File: config.mk
export PLATFORM = sky130hd
export DESIGN_NAME = uart_tx_arbiter
export DESIGN_NICKNAME = d
export VERILOG_FILES = /design/src/rtl/uart_tx_arbiter.sv
export SDC_FILE = /design/constraint.sdc
export NUM_CORES = 1
export LEC_CHECK = 0
export BUFFER_PORTS_ARGS = -buffer_cell sky130_fd_sc_hd__buf_2
export CAP_MARGIN = 20
export CORE_ASPECT_RATIO = 1.1
export CORE_UTILIZATION = 54
export DETAILED_ROUTE_END_ITERATION = 10
export PLACE_DENSITY = 0.82
export SYNTH_ARGS = -nofsm -noshare
export SYNTH_HDL_FRONTEND = slang
export SYNTH_SLANG_ARGS = --single-unit
File: constraint.sdc
create_clock -name clk -period 2.6 [get_ports clk]
set_input_delay 0.26 -clock clk [delete_from_list [all_inputs] [get_ports clk]]
set_output_delay 0.26 -clock clk [all_outputs]
set_load 0.01 [all_outputs]
File: src/rtl/uart_tx_arbiter.sv
// Four-way round-robin arbiter feeding a single 8N1 UART transmitter.
// Latency: grant/tx/busy registered, one cycle after the accepting IDLE edge.
// Backpressure: requesters hold req until granted; req is ignored while busy.
module uart_tx_arbiter #(
    parameter int CLK_FREQ  = 50000000,
    parameter int BAUD_RATE = 9600
) (
    input  logic        clk,
    input  logic        reset,
    input  logic [3:0]  req,
    input  logic [31:0] data_in,
    output logic [3:0]  grant,
    output logic        tx,
    output logic        busy
);

    localparam int BIT_CYCLES = CLK_FREQ / BAUD_RATE;
    localparam int CNT_W      = (BIT_CYCLES > 1) ? $clog2(BIT_CYCLES) : 1;
    localparam logic [CNT_W-1:0] CNT_LAST = CNT_W'(BIT_CYCLES - 1);

    typedef enum logic [1:0] {
        IDLE  = 2'd0,
        START = 2'd1,
        DATA  = 2'd2,
        STOP  = 2'd3
    } state_t;

    state_t           state_q, state_d;
    logic [CNT_W-1:0] cnt_q, cnt_d;
    logic [2:0]       bit_q, bit_d;
    logic [7:0]       shift_q, shift_d;
    logic [1:0]       last_q, last_d;
    logic             tx_d, busy_d;
    logic [3:0]       grant_d;

    logic [1:0]       pick;
    logic             found;
    logic             bit_end;

    // Search starts just past the last winner, so it ends up lowest priority.
    always_comb begin
        pick  = last_q;
        found = 1'b0;
        for (int k = 1; k <= 4; k++) begin
            if (!found && req[last_q + 2'(k)]) begin
                found = 1'b1;
                pick  = last_q + 2'(k);
            end
        end
    end

    assign bit_end = (cnt_q == CNT_LAST);

    always_comb begin
        state_d = state_q;
        cnt_d   = cnt_q + 1'b1;
        bit_d   = bit_q;
        shift_d = shift_q;
        last_d  = last_q;
        tx_d    = tx;
        busy_d  = busy;
        grant_d = 4'b0000;

        case (state_q)
            IDLE: begin
                cnt_d  = '0;
                tx_d   = 1'b1;
                busy_d = 1'b0;
                if (found) begin
                    grant_d = 4'b0001 << pick;
                    last_d  = pick;
                    shift_d = data_in[{pick, 3'b000} +: 8];
                    bit_d   = 3'd0;
                    tx_d    = 1'b0;
                    busy_d  = 1'b1;
                    state_d = START;
                end
            end
            START: begin
                if (bit_end) begin
                    cnt_d   = '0;
                    tx_d    = shift_q[0];
                    state_d = DATA;
                end
            end
            DATA: begin
                if (bit_end) begin
                    cnt_d = '0;
                    if (bit_q == 3'd7) begin
                        bit_d   = 3'd0;
                        tx_d    = 1'b1;
                        state_d = STOP;
                    end else begin
                        // Shift register keeps the next bit at [1] for the registered tx.
                        bit_d   = bit_q + 3'd1;
                        shift_d = {1'b0, shift_q[7:1]};
                        tx_d    = shift_q[1];
                    end
                end
            end
            STOP: begin
                if (bit_end) begin
                    cnt_d   = '0;
                    tx_d    = 1'b1;
                    busy_d  = 1'b0;
                    state_d = IDLE;
                end
            end
            default: begin
                cnt_d   = '0;
                tx_d    = 1'b1;
                busy_d  = 1'b0;
                state_d = IDLE;
            end
        endcase
    end

    always_ff @(posedge clk) begin
        if (reset) begin
            state_q <= IDLE;
            cnt_q   <= '0;
            bit_q   <= 3'd0;
            shift_q <= 8'h00;
            last_q  <= 2'd3;
            tx      <= 1'b1;
            busy    <= 1'b0;
            grant   <= 4'b0000;
        end else begin
            state_q <= state_d;
            cnt_q   <= cnt_d;
            bit_q   <= bit_d;
            shift_q <= shift_d;
            last_q  <= last_d;
            tx      <= tx_d;
            busy    <= busy_d;
            grant   <= grant_d;
        end
    end

endmodule

==> flow_metrics.py, run 1 <==
metrics = {
    "worst_setup_path": {
        "required_ns": 2.83,
        "startpoint_type": "flip-flop",
        "end_kind": "flip-flop",
        "critPathSlowestCell": "dfxtp_1",
        "cp_slowest_stage_delay_ns": 0.35,
        "crit_chain": "inv_1 > ha_1 > nor2b_1 > and4_1 > o21a_1 > o31ai_1 > o221a_1",
        "worstPathArrival_ns": 2.29,
        "worstSetupPathType": "reg -> reg",
        "crit_fanout": 9,
    },
    "place": {
        "place_congestion": 0.798,
        "place_ws_ns": 0.585,
        "numPortBuffers": 43,
        "dp_hpwl_mm": 3.11,
        "placed_area_um2": 2220,
        "placed_cells": 300,
    },
    "synthesis": {
        "yosysTopAreaCell": "dfxtp_1",
        "synth_top_area_share": 0.340,
        "synth_area_leaders": "dfxtp_1 34%, mux2i_1 7.0%, ha_1 5.0%, nor2_1 3.9%, a32o_1 3.5%",
        "avgSynthCellArea_um2": 9.18,
        "netlist_area_um2": 2000,
        "synth_most_common_cell": "dfxtp_1",
        "ys_seq_area_frac": 0.340,
        "synth_flop_cell": "dfxtp_1",
        "syn_nets": 264,
        "synth-seq-cells": 34,
        "yosysWarnings": 0,
        "yosys-top-cells-count": "34 x dfxtp_1, 21 x nor2_1, 17 x nand2_1",
        "synth_edf_count": 0,
        "synthDistinctLibCells": 52,
        "synthCells": 218,
        "synthArstFlopShare": 0,
    },
    "power_and_ir_drop": {
        "comb_power_share": 0.496,
        "pwr-share-clk": 0.149,
        "p_switching_w": 0.000846,
        "power_frac_seq": 0.355,
        "sw_frac_of_total": 0.408,
        "p_int_w": 0.00123,
        "irDropWorstVdd_v": 0.000560,
        "power.density_nw_per_um2": 910,
        "cellLeakagePower_nw": 0.979,
    },
    "floorplan": {
        "num_rows": 22,
        "io_pins": 44,
        "core_um2": 3440,
        "die_w_um": 60.1,
        "die_h_um": 65.9,
        "dieArea_um2": 3960,
        "start_util": 0.582,
    },
    "grt": {
        "antenna_found_initial": 0,
        "grt-ovfl-total": 0,
        "grt_pass1_wl_mm": 6.77,
        "grt.total_usage": 0.226,
        "grt_pass1_vias": 1676,
        "grt_max_degree": 20,
    },
    "clock_tree": {
        "cts_resized": 0,
        "cts_tree": "built",
        "clockRootBuffer": "clkbuf_4",
        "cts_htree_levels": 2,
        "clk_pin_slew_worst_paths_ns": 0.10,
        "clockBufferDepth": 2,
        "cts_sinks": 34,
        "cts_hold_buf": 0,
        "cts_made_buffers": 5,
        "insertion_delay_ns": 0.34,
        "cts_setup_buffers": 0,
    },
    "timing": {
        "clock_skew_ns": 0.00817,
        "rsz0062_at_grt": "no",
        "worstMarginPinSlew_ns": 0.618,
        "relSlewSlack": 0.588,
        "timing.final.max_slew_violations": 0,
        "fin_tns_setup_ns": 0,
        "finalWorstSetupSlack_ns": 0.546,
        "setup_viol": 0,
        "hold_viol": 0,
        "fmax_mhz": 487,
        "period_share": 0.790,
        "hold_slack_ns": 0.212,
        "finalCriticalPeriod_ns": 2.05,
    },
    "detailed_routing": {
        "wl_per_cell_um": 13.7,
        "drt_iter0_markers": 90,
        "routed_wl_mm": 4.22,
        "vias_per_cell": 5.61,
        "drc": 0,
        "ant_nets": 0,
        "first_pass_iters": 4,
        "via_count": 1727,
    },
    "finish": {
        "fin_area_um2": 2280,
        "fillerInstances": 278,
        "finalNonFillerCells": 308,
        "nNetsFinal": 305,
        "drive_gt1_frac": 0.246,
        "antennaDiodeCount": 0,
        "area_growth_pct": 13.9,
    },
    "outcome": {
        "outcome": "completed",
    },
    "job": {
        "drv_cap": 0,
    },
    "worst_hold_path": {
        "min_path_type": "in -> reg",
    },
}
==> per-layer routing <==
layer / track usage / vias up / routed length [um]
li1: - / 879 / -
met2: 0.393 / 58 / 1990
met3: 0.0431 / 9 / 183
met4: 0.108 / 0 / 71
met5: 0 / - / 0
met1: 0.262 / 781 / 1980
==> layout by cell type (no fill, tap or decap), types with 3 or more instances in the layout <==
cell type,netlist,layout
a211oi_1,4,4
a21oi_1,3,3
a311oi_1,3,3
a31oi_1,4,4
a32o_1,7,7
and3_1,8,8
buf_2,1,43
clkbuf_4,0,5
dfxtp_1,34,34
ha_1,8,8
inv_1,4,4
mux2_4,3,3
mux2i_1,14,14
nand2_1,17,17
nand2b_1,5,5
nand3_1,8,8
nand3b_1,7,7
nor2_1,21,21
nor3_1,4,4
nor3b_1,3,3
o21ai_0,6,6
xnor2_1,4,4
xor2_1,7,7
==> sequential cells by signal, summed over array words and instances (netlist names) <==
name     count
cnt_q       13
shift_q      8
grant        4
bit_q        3
last_q       2
state_q      2
busy         1
tx           1
==> path summary, 6_finish.rpt <==
kind               from         end  depth (start not counted)  slack [ns]
max          state_q[0]  shift_q[0]                          7        0.55
min               reset    bit_q[0]                          2        0.21
max reg2reg  state_q[0]  shift_q[0]                          7        0.55
min reg2reg  shift_q[3]  shift_q[2]                          2        0.47
==> area by class of cell <==
type,instances,area (um2),share of cell area
clock buffers,6,51.3,0.0225
clock inverters,2,12.5,0.00549
inverters,4,15.0,0.00659
flip-flops and latches,34,681,0.299
well taps,48,60.1,0.0263
multi-input cells,169,1230,0.540
repair buffers,45,230,0.101
==> cell families after synthesis <==
logic type,after synthesis,synth area share
adders and majority gates,8,0.0500
xor gates and xnor gates,11,0.0481
buffers and inverters,15,0.0456
and+or+nand+nor,89,0.246
DFF,34,0.340
muxes,18,0.0981
AOI/OAI and AO/OA,43,0.172
==> power by group through the flow <==
stage               Clock [W]  Combinational, W  Sequential (W)
floorplan                   0          0.000846        0.000729
finish               0.000309           0.00103        0.000737
detailed placement          0           0.00102        0.000747
CTS                  0.000316           0.00102        0.000734
global placement            0          0.000994        0.000746
global route         0.000337           0.00113        0.000752
==> through the flow <==
step | utilization | total power, W
floorplan | - | 0.00158
global placement | 0.644 | 0.00174
detailed placement | 0.644 | 0.00177
CTS | 0.663 | 0.00207
global route | 0.663 | 0.00222
finish | 0.663 | 0.00207
==> critical path, delay by kind of cell, from the launching register on <==
kind	cells	cell delay, ns
compound gates	3	0.59
buf+inv	1	0.11
flops	1	0.35
fa+ha+maj	1	0.32
simple gates	2	0.59
Note: power is estimated with default switching activity, not from simulation.
==> inputs of run 2 (changes only) <==
--- a/config.mk
+++ b/config.mk
@@ -5,12 +5,13 @@
 export SDC_FILE = /design/constraint.sdc
 export NUM_CORES = 1
 export LEC_CHECK = 0
+export ABC_AREA = 1
 export BUFFER_PORTS_ARGS = -buffer_cell sky130_fd_sc_hd__buf_2
 export CAP_MARGIN = 20
 export CORE_ASPECT_RATIO = 1.1
-export CORE_UTILIZATION = 54
+export CORE_UTILIZATION = 55
 export DETAILED_ROUTE_END_ITERATION = 10
-export PLACE_DENSITY = 0.82
+export PLACE_DENSITY = 0.83
 export SYNTH_ARGS = -nofsm -noshare
 export SYNTH_HDL_FRONTEND = slang
 export SYNTH_SLANG_ARGS = --single-unit
==> constraint.sdc (replaced) <==
create_clock -name clk -period 2.1 [get_ports clk]
set_input_delay 0.21 -clock clk [delete_from_list [all_inputs] [get_ports clk]]
set_output_delay 0.21 -clock clk [all_outputs]
set_load 0.01 [all_outputs]
==> run 2 against run 1 <==
Compared with the run above: sequential power is 20% higher; area after synthesis increased by 12%; die area rose by 9.9%; clock power grew 58%; fmax rose by 14%; wire length is 7.4% higher; largest power group unchanged; setup slack got worse by 0.24 ns.
==> flow_metrics.py, run 2 <==
metrics = {
    "clock_tree": {
        "cts_setup_buffers": 0,
        "cts_htree_levels": 2,
        "cts_tree": "built",
        "clockBufferDepth": 2,
        "cts_made_buffers": 5,
        "clockRootBuffer": "clkbuf_8",
        "clk_pin_slew_worst_paths_ns": 0.07,
        "cts_resized": 0,
        "cts_sinks": 34,
        "insertion_delay_ns": 0.29,
        "cts_hold_buf": 0,
    },
    "power_and_ir_drop": {
        "irDropWorstVdd_v": 0.000604,
        "cellLeakagePower_nw": 1.21,
        "power.density_nw_per_um2": 1370,
        "total_power_w": 0.00352,
    },
    "synthesis": {
        "netlist_area_um2": 2250,
        "syn_nets": 373,
        "synth_flop_cell": "dfxtp_1",
        "synthArstFlopShare": 0,
        "synth_most_common_cell": "nand2_1",
        "yosysTopAreaCell": "dfxtp_1",
        "synth-seq-cells": 34,
        "avgSynthCellArea_um2": 6.87,
        "synthDistinctLibCells": 36,
        "yosys-top-cells-count": "86 x nand2_1, 34 x dfxtp_1, 33 x nand3_1",
        "yosysWarnings": 0,
        "synth_edf_count": 0,
        "ys_seq_area_frac": 0.303,
        "synthCells": 327,
        "synth_area_leaders": "dfxtp_1 30%, nand2_1 14%, nand3_1 7.3%, inv_1 5.3%, nor2_1 4.5%",
        "synth_top_area_share": 0.303,
    },
    "worst_setup_path": {
        "cp_num_cells": 13,
        "crit_fanout": 15,
        "cp_slowest_stage_delay_ns": 0.35,
        "end_kind": "flip-flop",
        "worstPathArrival_ns": 2.01,
        "worstSetupPathType": "reg -> reg",
        "crit_chain": "buf_4 > nand2_1 > nand2_1 > nand2_2 > nand2_4 > nand2_4 > nand2_2 > nand2_4 > nand2_4 > inv_1 > nand3_1 > nand3_1 > a21oi_1",
        "startpoint_type": "flip-flop",
        "crit_top_cell": "nand2_4",
        "crit_family": "simple AND/OR/NAND/NOR gates",
        "critPathSlowestCell": "dfxtp_1",
        "critical_path_buf_inv_count": 2,
        "r2r_cells": 13,
        "required_ns": 2.32,
    },
    "finish": {
        "finalNonFillerCells": 424,
        "largest_register_ffs": 13,
        "antennaDiodeCount": 0,
        "reg.largest.list": "cnt_q x13, shift_q x8, grant x4",
        "area_growth_pct": 14.4,
        "layout_commonest_cell": "nand2_1",
        "layout_common_cells": "86 x nand2_1, 43 x buf_2, 34 x dfxtp_1, 33 x nand3_1, 32 x inv_1",
        "top_register": "cnt_q",
        "fin_area_um2": 2570,
        "nNetsFinal": 417,
        "drive_gt1_frac": 0.245,
    },
    "timing": {
        "fmax_mhz": 557,
        "relSlewSlack": 0.741,
        "hold_viol": 0,
        "fin_tns_setup_ns": 0,
        "period_share": 0.854,
        "worstMarginPinSlew_ns": 0.385,
        "rsz0062_at_grt": "no",
        "setup_viol": 0,
        "clock_skew_ns": 0.00878,
        "timing.final.max_slew_violations": 0,
        "finalCriticalPeriod_ns": 1.79,
    },
    "detailed_routing": {
        "first_pass_iters": 4,
        "via_count": 2138,
        "routed_wl_mm": 4.53,
        "wl_per_cell_um": 10.7,
        "drt_iter0_markers": 130,
        "drc": 0,
        "vias_per_cell": 5.04,
        "ant_nets": 0,
    },
    "floorplan": {
        "die_h_um": 69.0,
        "core_um2": 3930,
        "io_pins": 44,
        "num_rows": 24,
        "die_w_um": 62.9,
        "dieArea_um2": 4350,
        "start_util": 0.571,
    },
    "grt": {
        "grt-ovfl-total": 0,
        "grt_max_degree": 16,
        "grt.total_usage": 0.236,
        "grt_pass1_wl_mm": 8.28,
        "antenna_found_initial": 0,
        "grt_pass1_vias": 1989,
    },
    "worst_hold_path": {
        "min_path_type": "in -> reg",
        "hold_depth": 2,
    },
    "place": {
        "numPortBuffers": 43,
        "dp_hpwl_mm": 3.54,
        "placed_area_um2": 2470,
        "placed_cells": 416,
        "place_congestion": 0.842,
    },
    "outcome": {
        "outcome": "completed",
    },
    "job": {
        "drv_cap": 0,
    },
}
==> run 2: changes by cell type after synthesis, moves of 14 or more <==
cell | before | now
inv_1 | 4 | 32
nand3_1 | 8 | 33
nand2_1 | 17 | 86
nand2_2 | 0 | 14
a21oi_1 | 3 | 19
mux2i_1 | 14 | 0
==> run 2: area by class of cell <==
class,instances,area (um2)
multi-input combinational,250,1370
fill,359,1360
sequential,34,681
timing repair buffer,46,238
inverter,34,128
clock buffer,7,86.3
tap,52,65.1
clock inverter,1,5.00
==> run 2: worst paths after layout <==
path | from | endpoint | slack [ns]
setup / recovery | last_q[0] | shift_q[0] | 0.31
hold / removal | reset | shift_q[7] | 0.19
setup reg to reg | last_q[0] | shift_q[0] | 0.31
hold reg to reg | cnt_q[0] | cnt_q[0] | 0.45
==> run 2: logic make-up (layout without fill, tap and decap cells) <==
kind of cell	count (synthesis)	after routing	share of synthesized area
compound gates	46	46	0.119
xor+xnor	1	1	0.00390
fa+ha+maj	8	8	0.0445
buf+inv	43	88	0.0919
flops	34	34	0.303
simple gates	195	195	0.438
==> run 2: stage by stage <==
stage	setup WS (ns)	hold slack, ns	util
6_report	0.306	0.187	0.653
5_1_grt	0.0224	0.191	0.653
4_1_cts	0.232	0.187	0.651
3_5_place_dp	0.243	0.441	0.628
3_3_place_gp	0.289	0.432	0.628
2_1_floorplan	0.490	0.418	-
==> run 2: per-layer routing <==
metal | GRT usage | vias up | share of wire
li1 | - | 1166 | -
met1 | 0.276 | 919 | 0.46
met2 | 0.409 | 47 | 0.48
met3 | 0.0579 | 6 | 0.051
met4 | 0.0853 | 0 | 0.015
met5 | 0 | - | 0
==> run 2: power by group <==
part | internal [W] | total (W) | switching (W)
clock | 0.000264 | 0.000487 | 0.000223
combinational | 0.000747 | 0.00215 | 0.00140
sequential | 0.000802 | 0.000885 | 0.0000829
